[src/rtl/miter_pkg.sv]
// rtl/miter_pkg.sv - shared types and constants for the miter sweep controller
package miter_pkg;

  typedef enum logic [1:0] {
    IDLE,
    SETTLE,
    CHECK,
    DONE
  } state_t;

  // Number of stimulus vectors in one exhaustive sweep.
  function automatic int vec_count(input int data_w);
    return 1 << data_w;
  endfunction

  // Largest value a saturating counter of cnt_w bits may hold.
  function automatic int sat_max(input int cnt_w);
    return (1 << cnt_w) - 1;
  endfunction

endpackage

[src/rtl/miter_sweep_ctrl_if.sv]
// rtl/miter_sweep_ctrl_if.sv - host/datapath-facing bus of the miter sweep controller
interface miter_sweep_ctrl_if #(
  parameter int DATA_W = 2,
  parameter int Q_W    = 1,
  parameter int CNT_W  = 8
);

  logic              start;
  logic [DATA_W-1:0] data;
  logic [Q_W-1:0]    q1;
  logic [Q_W-1:0]    q2;
  logic              busy;
  logic              done;
  logic              pass;
  logic [CNT_W-1:0]  mism_cnt;
  logic              first_fail_valid;
  logic [DATA_W-1:0] first_fail_vec;

  modport master (
    input  start, q1, q2,
    output data, busy, done, pass, mism_cnt, first_fail_valid, first_fail_vec
  );

  modport slave (
    output start, q1, q2,
    input  data, busy, done, pass, mism_cnt, first_fail_valid, first_fail_vec
  );

endinterface

[src/rtl/miter_vec_gen.sv]
// rtl/miter_vec_gen.sv - stimulus vector counter with last-vector flag and settle wait counter
module miter_vec_gen
  import miter_pkg::*;
#(
  parameter int DATA_W = 2,
  parameter int LAT    = 0
) (
  input  logic              clk,
  input  logic              rst_n,
  input  logic              advance,
  input  logic              clear,
  output logic [DATA_W-1:0] data,
  output logic              last,
  output logic              settled
);

  localparam logic [DATA_W:0] LAST_VEC = (DATA_W+1)'(vec_count(DATA_W) - 1);

  // One spare bit so the counter can never alias back to vector 0 mid-sweep.
  logic [DATA_W:0] vec;

  always_ff @(posedge clk or negedge rst_n) begin
    if (!rst_n) begin
      vec <= '0;
    end else if (clear) begin
      vec <= '0;
    end else if (advance) begin
      vec <= vec + (DATA_W+1)'(1);
    end
  end

  assign data = vec[DATA_W-1:0];
  assign last = (vec == LAST_VEC);

  generate
    if (LAT == 0) begin : g_no_wait
      assign settled = 1'b1;
    end else begin : g_wait
      localparam int WAIT_W = $clog2(LAT + 1);
      localparam logic [WAIT_W-1:0] WAIT_END = WAIT_W'(LAT - 1);

      logic [WAIT_W-1:0] wait_cnt;

      always_ff @(posedge clk or negedge rst_n) begin
        if (!rst_n) begin
          wait_cnt <= '0;
        end else if (clear || advance) begin
          wait_cnt <= '0;
        end else if (wait_cnt != WAIT_END) begin
          wait_cnt <= wait_cnt + WAIT_W'(1);
        end
      end

      assign settled = (wait_cnt == WAIT_END);
    end
  endgenerate

endmodule

[src/rtl/miter_sweep_ctrl.sv]
// rtl/miter_sweep_ctrl.sv - exhaustive-stimulus equivalence sweep of a golden/rewritten datapath pair; option MITER_STOP_ON_FAIL_EN
module miter_sweep_ctrl
  import miter_pkg::*;
#(
  parameter int DATA_W = 2,
  parameter int Q_W    = 1,
  parameter int LAT    = 0,
  parameter int CNT_W  = 8
) (
  input logic               clk,
  input logic               rst_n,
  miter_sweep_ctrl_if.master bus
);

  localparam logic [CNT_W-1:0] CNT_MAX    = CNT_W'(sat_max(CNT_W));
  localparam state_t           AFTER_STEP = (LAT > 0) ? SETTLE : CHECK;

  state_t            state;
  logic [DATA_W-1:0] data;
  logic              last;
  logic              settled;
  logic              advance;
  logic              clear;
  logic              finish;
  logic              mismatch;
  logic [Q_W-1:0]    q_diff;

  logic              busy;
  logic              done;
  logic              pass;
  logic [CNT_W-1:0]  mism_cnt;
  logic              ff_valid;
  logic [DATA_W-1:0] ff_vec;

  assign q_diff   = bus.q1 ^ bus.q2;
  assign mismatch = |q_diff;
  assign clear    = ((state == IDLE) || (state == DONE)) && bus.start;

`ifdef MITER_STOP_ON_FAIL_EN
  assign finish = last || mismatch;
`else
  assign finish = last;
`endif

  assign advance = (state == CHECK) && !finish;

  miter_vec_gen #(
    .DATA_W(DATA_W),
    .LAT   (LAT)
  ) u_vec_gen (
    .clk    (clk),
    .rst_n  (rst_n),
    .advance(advance),
    .clear  (clear),
    .data   (data),
    .last   (last),
    .settled(settled)
  );

  always_ff @(posedge clk or negedge rst_n) begin
    if (!rst_n) begin
      state    <= IDLE;
      busy     <= 1'b0;
      done     <= 1'b0;
      pass     <= 1'b0;
      mism_cnt <= '0;
      ff_valid <= 1'b0;
      ff_vec   <= '0;
    end else begin
      case (state)
        IDLE, DONE: begin
          if (bus.start) begin
            mism_cnt <= '0;
            ff_valid <= 1'b0;
            ff_vec   <= '0;
            done     <= 1'b0;
            pass     <= 1'b0;
            busy     <= 1'b1;
            state    <= AFTER_STEP;
          end
        end
        SETTLE: begin
          if (settled) begin
            state <= CHECK;
          end
        end
        CHECK: begin
          if (mismatch) begin
            if (mism_cnt != CNT_MAX) begin
              mism_cnt <= mism_cnt + CNT_W'(1);
            end
            if (!ff_valid) begin
              ff_valid <= 1'b1;
              ff_vec   <= data;
            end
          end
          // The verdict must include this cycle's compare, not just the registered count.
          if (finish) begin
            state <= DONE;
            busy  <= 1'b0;
            done  <= 1'b1;
            pass  <= !mismatch && (mism_cnt == '0);
          end else begin
            state <= AFTER_STEP;
          end
        end
        default: state <= IDLE;
      endcase
    end
  end

  assign bus.data             = data;
  assign bus.busy             = busy;
  assign bus.done             = done;
  assign bus.pass             = pass;
  assign bus.mism_cnt         = mism_cnt;
  assign bus.first_fail_valid = ff_valid;
  assign bus.first_fail_vec   = ff_vec;

endmodule

[src/flat_wrapper.sv]
// flat-port wrapper written by rule: the top's interface ports become plain ports
module miter_sweep_ctrl_flat import miter_pkg::*;
#(
  parameter int DATA_W = 2,
  parameter int Q_W    = 1,
  parameter int LAT    = 0,
  parameter int CNT_W  = 8
)
  (clk, rst_n, bus_start, bus_q1, bus_q2, bus_data, bus_busy, bus_done, bus_pass, bus_mism_cnt, bus_first_fail_valid, bus_first_fail_vec);
  miter_sweep_ctrl_if #(.DATA_W(DATA_W), .Q_W(Q_W), .CNT_W(CNT_W)) bus_i ();
  input logic clk;
  input logic rst_n;
  input wire logic [$bits(bus_i.start)-1:0] bus_start;
  input wire logic [$bits(bus_i.q1)-1:0] bus_q1;
  input wire logic [$bits(bus_i.q2)-1:0] bus_q2;
  output wire logic [$bits(bus_i.data)-1:0] bus_data;
  output wire logic [$bits(bus_i.busy)-1:0] bus_busy;
  output wire logic [$bits(bus_i.done)-1:0] bus_done;
  output wire logic [$bits(bus_i.pass)-1:0] bus_pass;
  output wire logic [$bits(bus_i.mism_cnt)-1:0] bus_mism_cnt;
  output wire logic [$bits(bus_i.first_fail_valid)-1:0] bus_first_fail_valid;
  output wire logic [$bits(bus_i.first_fail_vec)-1:0] bus_first_fail_vec;
  assign bus_i.start = bus_start;
  assign bus_i.q1 = bus_q1;
  assign bus_i.q2 = bus_q2;
  assign bus_data = bus_i.data;
  assign bus_busy = bus_i.busy;
  assign bus_done = bus_i.done;
  assign bus_pass = bus_i.pass;
  assign bus_mism_cnt = bus_i.mism_cnt;
  assign bus_first_fail_valid = bus_i.first_fail_valid;
  assign bus_first_fail_vec = bus_i.first_fail_vec;
  miter_sweep_ctrl #(.DATA_W(DATA_W), .Q_W(Q_W), .LAT(LAT), .CNT_W(CNT_W)) u_core (.clk(clk), .rst_n(rst_n), .bus(bus_i));
endmodule
[config.mk]
export PLATFORM = sky130hd
export DESIGN_NAME = miter_sweep_ctrl_flat
export DESIGN_NICKNAME = d
export VERILOG_FILES = /design/src/rtl/miter_pkg.sv /design/src/rtl/miter_sweep_ctrl_if.sv /design/src/rtl/miter_vec_gen.sv /design/src/rtl/miter_sweep_ctrl.sv /design/src/flat_wrapper.sv
export SDC_FILE = /design/constraint.sdc
export NUM_CORES = 1
export LEC_CHECK = 0
export ABC_AREA = 0
export BUFFER_PORTS_ARGS = -buffer_cell sky130_fd_sc_hd__buf_2
export CELL_PAD_IN_SITES_DETAIL_PLACEMENT = 1
export CELL_PAD_IN_SITES_GLOBAL_PLACEMENT = 2
export CORE_ASPECT_RATIO = 1.25
export CORE_MARGIN = 3
export CORE_UTILIZATION = 30
export DETAILED_ROUTE_END_ITERATION = 10
export GPL_TIMING_DRIVEN = 0
export HOLD_SLACK_MARGIN = 0.06
export MAX_ROUTING_LAYER = met4
export PLACE_DENSITY = 0.79
export SLEW_MARGIN = 25
export SYNTH_ARGS = -nofsm -noshare
export SYNTH_HDL_FRONTEND = slang
export SYNTH_SLANG_ARGS = --single-unit
[constraint.sdc]
create_clock -name clk -period 2.1 [get_ports clk]
set_input_delay 0 -clock clk [delete_from_list [all_inputs] [get_ports clk]]
set_output_delay 0 -clock clk [all_outputs]
set_load 0.02 [all_outputs]
# == Word level (Yosys, flattened, before mapping) ==
# Cells that the tools add are included.
# totals
regBits,19
in_bits,5
output_inout_bits,16
elab_cells,59
# classes
n_addsub,2
n_eq_ne,10
n_mux,23
bitwise,1
reduce_logical,15
# op_table
operator,count
$mux 8,3
$pmux 8 s2,1
$add 8x1->8 const B,1
$logic_not 8->1,1
$mux 2,4
$ne 8x8->1 const B,1
$pmux 1 s2,4
$reduce_and 4->1,2
$mux 1,7
$mux 3,2
$ne 2x2->1 const B,3
$pmux 2 s3,1
$reduce_and 3->1,2
$eq 2x2->1 const B,2
$ne 2x1->1 const B,2
$pmux 2 s2,1
$reduce_bool 2->1,2
$add 3x1->3 const B,1
$eq 3x2->1 const B,1
$logic_and 1x1->1,3
$eq 2x1->1 const B,1
$logic_not 1->1,2
$logic_not 2->1,1
$reduce_or 2->1,1
other kinds (2),2

# == Longest topological paths before layout ==
# Gate-level depths: netlist (run 1).
# logic_depth
word_depth,5
mapped_depth,8

# == Modules after synthesis ==
# From an unflattened synthesis (run 1), not the netlist that was laid out.
# hier_totals
hier_cells,118
hier_area_um2,1084.8
# modules_own_cells
module,instances,cells_per_inst,area_per_inst_um2,seq_area_each_um2
miter_sweep_ctrl,1,102,917.1,400.4
miter_vec_gen,1,16,167.7,75.1

# == Worst setup path before layout (run 1) ==
# OpenSTA, ideal clock, no wires.
# synth_timing
path_kind,register to register
from,reg u_core.state[0]
to,"reg u_core.mism_cnt[3], in the netlist u_core.bus.mism_cnt[3]"
setup_ps,124
arrival_time_ps,1743
path_slack_ps,233
path_stages_with_launch,9
n_path_buf,2
period_less_slack_ps,1867
cell_sequence,dfrtp_1 inv_1 ha_1 buf_2 nor2b_4 a211oi_2 buf_6 nand2_1 a211o_2
# synth_via
elab_chain_cells,4
# synth_rtl
item,line_no,rtl
"start, declared",miter_sweep_ctrl.sv:18,state_t state;
"start signal, assigned",miter_sweep_ctrl.sv:62,state <= IDLE;
"start signal, assigned",miter_sweep_ctrl.sv:79,state <= AFTER_STEP;
"start signal, assigned",miter_sweep_ctrl.sv:84,state <= CHECK;
$eq 2x2->1 or $logic_not 2->1 (tied branches),miter_sweep_ctrl.sv:70,case (state)
$reduce_or 2->1,miter_sweep_ctrl.sv:70,
$ne 2x2->1 (no line) or $reduce_bool 2->1 (tied branches),--,
$reduce_and 4->1 (no line),--,
"end signal, assigned",miter_sweep_ctrl.sv:90,mism_cnt <= mism_cnt + CNT_W'(1);
"end, declared",miter_sweep_ctrl.sv:31,logic [CNT_W-1:0] mism_cnt;
# Parallel ways exist; a longest one is shown, timed or not.
# A chain may end at the register's enable or synchronous reset.

# == Final worst setup path (run 1) ==
# Same ends and word-level chain as after synthesis.

==> summary.md, run 1 <==
The flow ran to the end, and the final reports show no timing, DRC or antenna violations. Static timing analysis puts the maximum clock frequency at 0.514 GHz. The top cell types in the final layout, fill and taps aside, are buf_2 (21), dfrtp_1 (19), nand2_1 (14), a21oi_1 (9), nand3_1 (8). TritonCTS built the clock tree. After synthesis the cells add up to 1120 µm². For this run, the detailed router's first-pass iteration total came to 4. The final clock period utilization by the worst path works out to 0.926.

In this run the worst path has a maximum fanout of 9. The DRC violation total after the first TritonRoute iteration was 23; the number of nets with antenna violations after detailed routing was 0. The slew at the pin closest to its max-slew limit was 0.559 ns; the level count of the clock H-tree was 1. The final critical-path required period is 1.95 ns, and the pin count of the biggest net entering global routing is 20. Total vias in the final route: 996. The die is 60.7 µm wide. After clock tree synthesis, the clock-pin slew on the worst setup and hold paths is 0.07 ns.

The share of the core filled with cells came out at 0.383. The floorplan step defined a die boundary enclosing 4510 µm². In the final routed layout, each cell accounts on average for 16.2 µm. The final number of max-transition violations was 0; the post-detailed-route DRC marker count was 0. Power per standard cell area: 1630 nW/µm². Routability-driven placement finished with a final weighted congestion of 0.772. The most common cell after layout, fill and taps aside was buf_2.

After technology mapping, the gate count stands at 120. The worst relative slew slack came out at 0.625. During placement, the flow inserted port buffers numbering 19. The first global-routing pass estimated 4910 µm of wire.

The tools report the master cell of the clock root buffer as clkbuf_8. For the number of CTS-inserted buffers, the log shows 3. The initial antenna violation count was 0. Setup repair after global routing left no endpoint under its margin. The overall track demand over capacity in global routing was 0.150. Summing all placed instances gives a cell area of 1260 µm².

The tools report the wire length reported by the detailed router as 2970 µm. 21 I/O pins were placed. For the worst setup path, the data required time is 2.24 ns. The logs give 0.629 nW for the leakage component of the power and 1360 µm² for the final non-filler cell area. The number of sinks handled by clock tree synthesis was 19; the HPWL after detailed placement was 2190 µm. The final layout contains 157 nets. The worst-case IR drop observed on VDD is 481 µV. The number of antenna diodes in the final layout is 0.

The endpoint type of the worst setup path is a register. Using the TritonRoute via totals, the vias-per-cell ratio works out to 5.41. The number of unique standard cell types used by synthesis is 40. Kind of critical path: register to register. Final number of setup-violating endpoints: 0. The run gives 131 as the net count after synthesis.

The average instance in the mapped netlist occupies 9.34 µm². The starting density of the core came out at 0.316. The arrival time at the worst endpoint was 2.09 ns; the final setup TNS was 0 ns. Max-capacitance violation count: 0. For this run, the number of Yosys warnings is 0. The tools report the sequential fraction of the synthesis area as 0.424. Clock latency on the worst-skew pair, taken at its later pin, is 0.25 ns. The clock passes through at most 2 buffers. The count of endpoints failing hold in the final timing report is 0, and the number of synthesized register bits is 19.

The number of standard-cell rows in the floorplan came out at 24. The kind of start point of the critical path was a register. The fraction of final layout cells with drive strength greater than 1 was 0.255. From synthesis to final layout, the design area changed by 21.0%.

The core region is 3540 µm². Overall overflow remaining after global route: 0. Class of the most critical hold timing path: input pin to async pin. On the final layout, the worst hold slack is 0.226 ns. The number of global-route vias before repair is 1035. The floorplan step set the die height to 74.3 µm.

For the final database, setup skew stands at 0.00334 ns.
## repair_timing
action	4_1_cts	5_1_grt
hold buffers	2	0
hold endpoints to repair	22	0
resized for setup	0	4
endpoints found under the setup margin	0	7
setup buffers	0	1
## cell usage after synthesis (all sizes together)
master | n | area share
dfrtp | 19 | 0.42
nand2 | 14 | 0.047
a21oi | 9 | 0.040
nand3 | 8 | 0.036
buf | 6 | 0.037
ha | 6 | 0.067
inv | 6 | 0.020
nor2 | 6 | 0.020
nand2b | 5 | 0.028
o21ai | 5 | 0.022
nor3 | 4 | 0.018
a211o | 2 | 0.017
a31oi | 2 | 0.011
a32o | 2 | 0.018
and3 | 2 | 0.012
clkbuf | 2 | 0.0067
mux2i | 2 | 0.018
nand4b | 2 | 0.016
nor2b | 2 | 0.018
a211oi | 1 | 0.011
a21boi | 1 | 0.0067
a21o | 1 | 0.0067
a31o | 1 | 0.0078
a41oi | 1 | 0.0078
and2 | 1 | 0.0078
and3b | 1 | 0.0078
and4 | 1 | 0.0078
and4b | 1 | 0.0089
nand4 | 1 | 0.0056
nor4 | 1 | 0.0056
o31ai | 1 | 0.0067
o32a | 1 | 0.0089
or3 | 1 | 0.010
xnor2 | 1 | 0.0078
xor2 | 1 | 0.0078
## routing by layer
| metal | wire length, µm | global-route usage |
|---|---|---|
| met5 | 0 | - |
| met4 | 9 | 0.0506 |
| met3 | 81 | 0.0226 |
| met2 | 1550 | 0.246 |
| met1 | 1340 | 0.186 |
## cell families (layout without fill, tap and decap cells)
group / count (synthesis) / count (layout) / share of synthesized area
AOI/OAI and AO/OA: 27 / 27 / 0.164
xor gates and xnor gates: 2 / 2 / 0.0156
adders and majority gates: 6 / 6 / 0.0670
buffers and inverters: 14 / 39 / 0.0636
DFF: 19 / 19 / 0.424
muxes: 2 / 2 / 0.0179
and+or+nand+nor: 50 / 50 / 0.248
## registers in the layout, summed over array words and instances (netlist names)
register	cells
u_core.bus.busy	1
u_core.bus.done	1
u_core.bus.first_fail_valid	1
u_core.bus.first_fail_vec	2
u_core.bus.mism_cnt	8
u_core.bus.pass	1
u_core.state	2
u_core.u_vec_gen.vec	3
## final cells by class
| cell class | instances | area, µm² |
|---|---|---|
| fill | 436 | 2190 |
| multi-input combinational | 87 | 584 |
| sequential | 19 | 475 |
| timing repair buffer | 22 | 135 |
| tap | 39 | 48.8 |
| clock buffer | 4 | 45.0 |
| buffer | 7 | 45.0 |
| inverter | 6 | 22.5 |
## power by group
| part | switching [W] | leakage (nW) | internal, W |
|---|---|---|---|
| Sequential | 0.000161 | 0.227 | 0.000516 |
| Clock | 0.000121 | 0.0228 | 0.000135 |
| Combinational | 0.000718 | 0.379 | 0.000557 |
## stage by stage
step | cells | setup WS, ns | power (W)
2_1_floorplan | 120 | 0.233 | 0.00153
3_3_place_gp | 178 | 0.0437 | 0.00183
3_5_place_dp | 178 | 0.0195 | 0.00189
4_1_cts | 184 | 0.00193 | 0.00217
5_1_grt | 184 | 0.00122 | 0.00242
6_report | 184 | 0.155 | 0.00221
## final timing paths
path,slack [ns],from,depth (start not counted),to
worst max-delay path,0.15,u_core.state[0]$_DFFE_PN0P_,7,u_core.bus.mism_cnt[3]$_DFFE_PN0P_
worst min-delay path,0.23,rst_n,2,u_core.bus.done$_DFFE_PN0P_
worst max register to register,0.15,u_core.state[0]$_DFFE_PN0P_,7,u_core.bus.mism_cnt[3]$_DFFE_PN0P_
worst min register to register,0.49,u_core.state[1]$_DFFE_PN0P_,2,u_core.state[1]$_DFFE_PN0P_
max in group asynchronous,1.56,rst_n,2,u_core.state[1]$_DFFE_PN0P_
min in group clk,0.30,bus_q1,4,u_core.bus.pass$_DFFE_PN0P_
## worst max-delay path, cell delays in order, from the launching register on
cell,delay [ns]
dfrtp_1,0.40
inv_1,0.07
ha_2,0.32
nor2b_4,0.18
a211oi_4,0.29
buf_6,0.15
nand2_1,0.08
a211o_2,0.33
Power figures use the tool's default switching activity.
==> inputs of run 2 (changes only) <==
==> constraint.sdc (replaced) <==
create_clock -name clk -period 1.8 [get_ports clk]
set_input_delay 0 -clock clk [delete_from_list [all_inputs] [get_ports clk]]
set_output_delay 0 -clock clk [all_outputs]
set_load 0.02 [all_outputs]
==> run 2 against run 1 <==
Against the previous run:
- global-route usage is 0.58 points higher
- largest power group unchanged
- non-clock buffer count is 5 higher
- worst setup slack worse by 0.090 ns
- largest cell class unchanged
- die area stayed put
- clock skew is 0.0043 ns higher
- count of clock-buffer cells in the layout is 1 lower
- wire length is 3.4% higher
- critical endpoint unchanged
- sequential cell count stayed put
- fmax is 12% higher
==> summary.md, run 2 (same netlist as run 1, synthesis figures left out) <==
The run finished with clean final reports. Pin placement for this block handled 21 I/O pins. The tools report the part of the total power dissipated in sequential elements as 0.295. In the final layout, the registers with the most flip-flops are u_core.bus.mism_cnt: 8 flops, u_core.u_vec_gen.vec: 3 flops.

Entering global routing, the biggest net connects 20 pins. The slew at the pin closest to its max-slew limit was 0.631 ns; the insertion delay of the later-clocked pin in the worst-skew pair was 0.26 ns. The tools report the total vias in the final route as 1019. For the total net switching power, the log shows 0.00123 W. The run gives 0.112 as the proportion of power drawn by the clock network. For this design, the slowest cell found on the critical path is dfrtp_1. The logs give 2260 µm for the HPWL after detailed placement and 0 for the number of nets with antenna violations after detailed routing. The critical path starts at u_core.state[1]$_DFFE_PN0P_. The worst register-to-register path begins at u_core.state[1]$_DFFE_PN0P_.

The most common cell after layout, fill and taps aside is buf_2. The max-capacitance violation count came out at 0. 0 antenna diodes ended up in the layout. The layout overhead on the synthesized area works out to 26.5%. No sink is reached through more buffers than the 2 on the longest clock path. For the worst setup path, the data arrival time is 1.88 ns. After floorplanning, the core was divided into 24 placement rows. The worst hold path belongs to the class input pin to register. For this run, the top clock speed supported by timing is 0.576 GHz. The count of TritonRoute iterations in the first routing pass is 2. The overall track demand over capacity in global routing was 0.156. The kind of start point of the critical path was a register.

The final clock period utilization by the worst path works out to 0.964. Endpoint of the lowest-slack register-to-register path: u_core.bus.mism_cnt[3]$_DFFE_PN0P_. Final routed wire length divided by cell count: 16.3 µm.

The capturing instance or port of the critical path is u_core.bus.mism_cnt[3]$_DFFE_PN0P_. The final number of setup-violating endpoints is 0, and the path depth of the worst reg2reg path is 6. The worst relative slew slack was 0.576; the count of input and output buffers was 19. The CTS clock-pin slew for the worst setup and hold paths was 0.08 ns; the final-stage net count was 162. The height of the die was 74.3 µm. The completed layout was analyzed and its total power is 0.00270 W. The level count of the clock H-tree was 1; the power per standard cell area was 1910 nW/µm². After global routing the overflow that remains totals 0. Leaving out fill and tap cells, the most frequent cells in the layout are buf_2 (20), dfrtp_1 (19), nand2_1 (13), buf_4 (10), a21oi_1 (9).

The design internal power is 0.00147 W, and the width of the die is 60.7 µm. Overall die area: 4510 µm². The switching power share of the total works out to 0.454.

The DRC violation total after the first TritonRoute iteration is 25, and the leakage component of the power is 0.659 nW. The signal on the critical path passes through ha_4 -> nor2b_4 -> a211oi_4 -> buf_6 -> nand2_4 -> a211o_2. The post-detailed-route DRC marker count came out at 0. The number of sinks handled by clock tree synthesis was 19. The count of buffer and inverter cells on the critical path works out to 1. On the critical path the largest part of the delay comes from compound AO/OA/AOI/OAI gates. The standard cell core area was 3540 µm². The final instance count without filler cells came out at 189. Along the worst path, the maximum fanout reaches 7. The setup check on the worst reg-to-reg path leaves a slack of 0.06 ns. Final number of max-transition violations: 0.

The flip-flop count of the largest register after layout is 8. The tightest hold path in the finished design has a slack of 0.0666 ns. The count of endpoints failing hold in the final timing report came out at 0. The critical path in this run is classified as register to register.

The run gives 0 as the initial antenna violation count. More flip-flops sit in one register than any other, and that register is u_core.bus.mism_cnt. Counting buffers and inverters, the worst setup path is 6 cells deep.

Combinational group share of total power: 0.593. The worst path needs 1.74 ns of the cycle, external delays included. Counting the buffers created by CTS gives 3. For this block, the routed nets add up to 3080 µm of wire. Final setup skew: 0.00763 ns.

The fraction of final layout cells with drive strength greater than 1 is 0.327. The endpoint type of the worst setup path is a register. Across the VDD grid, the largest voltage drop is 738 µV. The root buffer cell chosen for the clock tree is clkbuf_8. The largest single stage delay on the critical path is 0.41 ns.

Routability-driven placement finished with a final weighted congestion of 0.753. In this run, placement finished with an instance count of 178. TritonCTS built the clock tree. For the final routed database, the setup TNS stands at 0 ns. The starting density of the core was 0.316.

The data required time at the worst endpoint is 1.94 ns. For the global-route wire length before repair, the log shows 5150 µm. The number of global-route vias before repair was 1066; the vias per cell was 5.39.
## run 2: changes by cell type in the layout (fill, tap and decap cells not counted), sizes merged
| cell | delta |
|---|---|
| buf | +6 |
| dlygate4sd3 | -1 |
| clkinv | +1 |
| clkbuf | -1 |
## run 2: power groups by stage
stage	clock, W	combinational (W)	sequential (W)
after detailed placement	0	0.00147	0.000804
after global routing	0.000329	0.00179	0.000831
final	0.000304	0.00160	0.000796
after CTS	0.000314	0.00158	0.000791
after floorplan	0	0.000937	0.000902
after global placement	0	0.00140	0.000790
## run 2: worst min-delay path by stage
stage	start	end	cells past startpoint
floorplan	rst_n	u_core.bus.busy$_DFFE_PN0P_	0
global placement	rst_n	u_core.state[1]$_DFFE_PN0P_	1
detailed placement	rst_n	u_core.bus.busy$_DFFE_PN0P_	1
CTS	bus_start	u_core.u_vec_gen.vec[1]$_DFFE_PN0P_	2
global route	bus_start	u_core.u_vec_gen.vec[1]$_DFFE_PN0P_	2
finish	bus_start	u_core.u_vec_gen.vec[1]$_DFFE_PN0P_	2
## run 2: cell type report
cell class / count / area [µm²]
flip-flops and latches: 19 / 475
clock inverters: 1 / 5.00
clock buffers: 3 / 41.3
inverters: 6 / 22.5
multi-input cells: 87 / 618
well taps: 39 / 48.8
plain buffers: 7 / 48.8
repair buffers: 27 / 158
fillers: 416 / 2130
## run 2: repair_timing
| action | in CTS | in global routing |
|---|---|---|
| endpoints found under the hold margin | 19 | 0 |
| endpoints found under the setup margin | 12 | 11 |
| buffers inserted | 5 | 2 |
| cloned | 0 | 0 |
| gates resized for setup | 2 | 7 |
| pin swaps | 2 | 2 |
| hold buffers | 1 | 0 |
## run 2: layer usage
metal  GRT usage  up-vias  wire [µm]
met5           -        -          0
met1       0.186      514       1290
met3      0.0208        4         94
met2       0.266       17       1670
met4      0.0506        0         25
li1            -      484          -
## run 2: per-stage QoR
step,setup slack [ns],cell area (µm²),utilization
2_1_floorplan,0.0117,1140,-
3_3_place_gp,-0.133,1290,0.363
3_5_place_dp,-0.215,1290,0.363
4_1_cts,-0.0170,1380,0.391
5_1_grt,-0.00642,1420,0.400
6_report,0.0645,1420,0.400
==> inputs of run 3 (changes only) <==
--- a/config.mk
+++ b/config.mk
@@ -5,7 +5,7 @@
 export SDC_FILE = /design/constraint.sdc
 export NUM_CORES = 1
 export LEC_CHECK = 0
-export ABC_AREA = 0
+export ABC_AREA = 1
 export BUFFER_PORTS_ARGS = -buffer_cell sky130_fd_sc_hd__buf_2
 export CELL_PAD_IN_SITES_DETAIL_PLACEMENT = 1
 export CELL_PAD_IN_SITES_GLOBAL_PLACEMENT = 2
@@ -16,7 +16,7 @@
 export GPL_TIMING_DRIVEN = 0
 export HOLD_SLACK_MARGIN = 0.06
 export MAX_ROUTING_LAYER = met4
-export PLACE_DENSITY = 0.79
+export PLACE_DENSITY = 0.81
 export SLEW_MARGIN = 25
 export SYNTH_ARGS = -nofsm -noshare
 export SYNTH_HDL_FRONTEND = slang
==> run 3 against run 2 <==
Against the previous run:
- sequential cell count unchanged
- die area up 0.20%
- first-iteration DRC count up 44%
==> summary.md, run 3 <==
The tools report the buffer levels on the longest clock path as 2. The number of CTS-inserted buffers was 3. The final clock period utilization by the worst path came out at 0.874.

The worst relative slew slack was 0.669; the top-area cell type share of the netlist area was 0.423. The final non-filler cell area is 1350 µm². The average cell area after synthesis was 8.20 µm²; the starting density of the core was 0.317.

The dominant cell type by area after synthesis was dfrtp_1. The count of TritonRoute iterations in the first routing pass is 4, and the count of antenna diodes in the layout is 0. The initialized floorplan defines 24 standard-cell rows. The wire-length estimate of the detail-placed layout is 2100 µm.

The maximum net fanout on the critical path is 4. The overall track demand over capacity in global routing was 0.141. Measured along the y axis, the die boundary spans 74.4 µm. The die covers 4520 µm².

For the pin with the worst max-slew slack, the measured transition is 0.497 ns. For the final setup skew, the log shows 0.00562 ns. Sorting the synthesized cells by how often they occur yields nand2_1 (40), dfrtp_1 (19), inv_1 (18). Yosys printed 0 warnings. The analysis attributes to cell leakage a power of 0.702 nW.

The flow ran to the end, and the final reports show no timing, DRC or antenna violations. The signal on the critical path passes through ha_1 -> ha_1 -> nor2_4 -> inv_1 -> nand2_2 -> inv_1 -> nand2_1 -> o21ai_0. Final routed wire length divided by cell count: 13.5 µm. The most common cell in the synthesized netlist is nand2_1. The fraction of registers with async set or reset after synthesis came out at 1.00. The register with the most flip-flops in the layout has 8 of them. The DRC violation total after the first TritonRoute iteration was 36.

After synthesis the netlist holds a flip-flop and latch count of 19. The top cell types in the final layout, fill and taps aside, are nand2_1 (38), buf_2 (20), dfrtp_1 (19), inv_1 (18), nand3_1 (10). For this design, the slowest cell found on the critical path is dfrtp_1. For the number of nets with antenna violations after detailed routing, the log shows 0. The filler cells instantiated in the layout total 439. VDD sags by at most 575 µV. Once layout is complete, the cells apart from fillers number 202. The kind of critical path was register to register. The final-stage net count is 175. The tools report the endpoint type of the worst setup path as a register.

The final setup slack of the worst path is 0.226 ns, and the area of placed instances is 1270 µm². Synthesis produced a netlist with a net count of 148. The number of primary I/O pins came out at 21. Based on the critical path, the design can be clocked at up to 0.636 GHz. For this block, the via count after detailed routing is 1000. The tools report the insertion delay of the later-clocked pin in the worst-skew pair as 0.26 ns. Setup repair after global routing left no endpoint under its margin. Across the run, the number of max-cap violations was 0. The final critical-path required period is 1.57 ns. u_core.bus.mism_cnt holds more flip-flops than any other register. The tools report the final number of max-transition violations as 0.

Placed cell count: 196. Data on the critical path is required at its endpoint by 1.94 ns. The tools report the post-synthesis instance total as 137. The final weighted congestion in routability-driven placement is 0.892.

Global routing finished with a remaining overflow of 0. The fraction of final layout cells with drive strength greater than 1 was 0.264; the number of setup buffers added after CTS was 0. The number of enable flip-flop cells after synthesis was 0.

STA classifies the critical path startpoint as a register. The worst-case hold slack was 0.199 ns; the width of the die was 60.7 µm. The run gives 0 as the initial antenna violation count.

In this run the power density over the cells is 1590 nW/µm². The vias per cell came out at 4.95. The number of different library cells used by synthesis comes to 24. The sequential fraction of the synthesis area is 0.423, and the count of input and output buffers is 20.

The level count of the clock H-tree was 1. For the number of global-route vias before repair, the log shows 1043. The final number of setup-violating endpoints was 0; the post-detailed-route DRC marker count was 0.

For this block, the routed nets add up to 2720 µm of wire. The prevailing post-synth register cell was dfrtp_1. For the count of endpoints failing hold in the final timing report, the log shows 0.

The cell sitting at the root of the clock tree is a clkbuf_8. Summed over all failing endpoints, the final setup total negative slack is 0 ns. The largest registers in the layout are u_core.bus.mism_cnt: 8 flops, u_core.u_vec_gen.vec: 3 flops. The run gives 1.71 ns as the arrival time at the worst endpoint. TritonCTS built the clock tree. The logs give 0.129 ns for the worst-case setup slack after placement and 20 for the pin count of the biggest net entering global routing.

The floorplan step defined a core boundary enclosing 3540 µm². The clock net in this run drives a total of 19 sinks. The dominant delay contributor by cell family on the critical path was adder cells. After synthesis the cells add up to 1120 µm². The path class of the tightest hold or removal check is input pin to register.

The global-route wire length before repair is 4650 µm. Count of buffer and inverter cells on the critical path: 2. The layout overhead on the synthesized area works out to 19.7%.

Yosys attributes the largest share of cell area to dfrtp_1 (42%), nand2_1 (13%), ha_1 (6.7%), inv_1 (6.0%), nand3_1 (4.5%). The CTS clock-pin slew for the worst setup and hold paths works out to 0.08 ns. For this run, the slowest stage of the critical path takes 0.41 ns. The library cell used most frequently in the layout, excluding fill and tap cells, is nand2_1.
run 3: path summary, 6_finish.rpt:
| check | from | end | slack, ns | cells past startpoint |
|---|---|---|---|---|
| worst max-delay path | u_core.u_vec_gen.vec[0]$_DFFE_PN0P_ | u_core.state[0]$_DFFE_PN0P_ | 0.23 | 8 |
| worst min-delay path | bus_q2 | u_core.bus.pass$_DFFE_PN0P_ | 0.20 | 4 |
| worst max register to register | u_core.u_vec_gen.vec[0]$_DFFE_PN0P_ | u_core.state[0]$_DFFE_PN0P_ | 0.23 | 8 |
| worst min register to register | u_core.bus.first_fail_vec[0]$_DFFE_PN0P_ | u_core.bus.first_fail_vec[0]$_DFFE_PN0P_ | 0.48 | 2 |
| max in group asynchronous | rst_n | u_core.u_vec_gen.vec[2]$_DFFE_PN0P_ | 1.26 | 2 |
| min in group asynchronous | rst_n | u_core.bus.mism_cnt[6]$_DFFE_PN0P_ | 0.22 | 2 |
run 3: layout make-up:
| type | instances | area, µm² | area share |
|---|---|---|---|
| clock buffers | 4 | 45.0 | 0.0335 |
| well taps | 39 | 48.8 | 0.0363 |
| repair buffers | 22 | 120 | 0.0893 |
| plain buffers | 4 | 33.8 | 0.0251 |
| multi-input cells | 95 | 551 | 0.409 |
| inverters | 19 | 71.3 | 0.0530 |
| flip-flops and latches | 19 | 475 | 0.353 |
run 3: per-stage QoR:
step                      power (W)  utilization
after floorplan             0.00153            -
after global placement      0.00181        0.359
after detailed placement    0.00186        0.359
after CTS                   0.00219        0.377
after global routing        0.00235        0.380
final                       0.00214        0.380
run 3: power by group:
group	switching [W]	internal, W	leakage [nW]
registers	0.000136	0.000581	0.238
clock network	0.000146	0.000157	0.0228
logic	0.000694	0.000430	0.441
total	0.000976	0.00117	0.702
run 3: cell families after synthesis:
kind of cell             share of synthesized area
adder cells (fa/ha/maj)                     0.0668
AND/OR/NAND/NOR                              0.292
buffers and inverters                       0.0935
flip-flops                                   0.423
AO/OA/AOI/OAI                                0.125
run 3: timing repair:
item,in CTS,in global routing
setup endpoints to repair,0,3
resized for setup,0,3
hold buffers,2,0
hold endpoints to repair,20,0
run 3: worst register-to-register path: stages, from the launching register on:
cell	delay [ns]
dfrtp_1	0.41
ha_1	0.22
ha_1	0.23
nor2_4	0.14
inv_1	0.10
nand2_2	0.10
inv_1	0.07
nand2_1	0.10
o21ai_0	0.10
run 3: metal layers:
layer	global-route usage	share of wire	vias to the layer above	wire, µm
met3	0.0208	0.029	4	80
met4	0.0386	0.0077	0	21
li1	-	-	487	-
met5	-	0	-	0
met2	0.257	0.55	16	1490
met1	0.157	0.41	493	1130
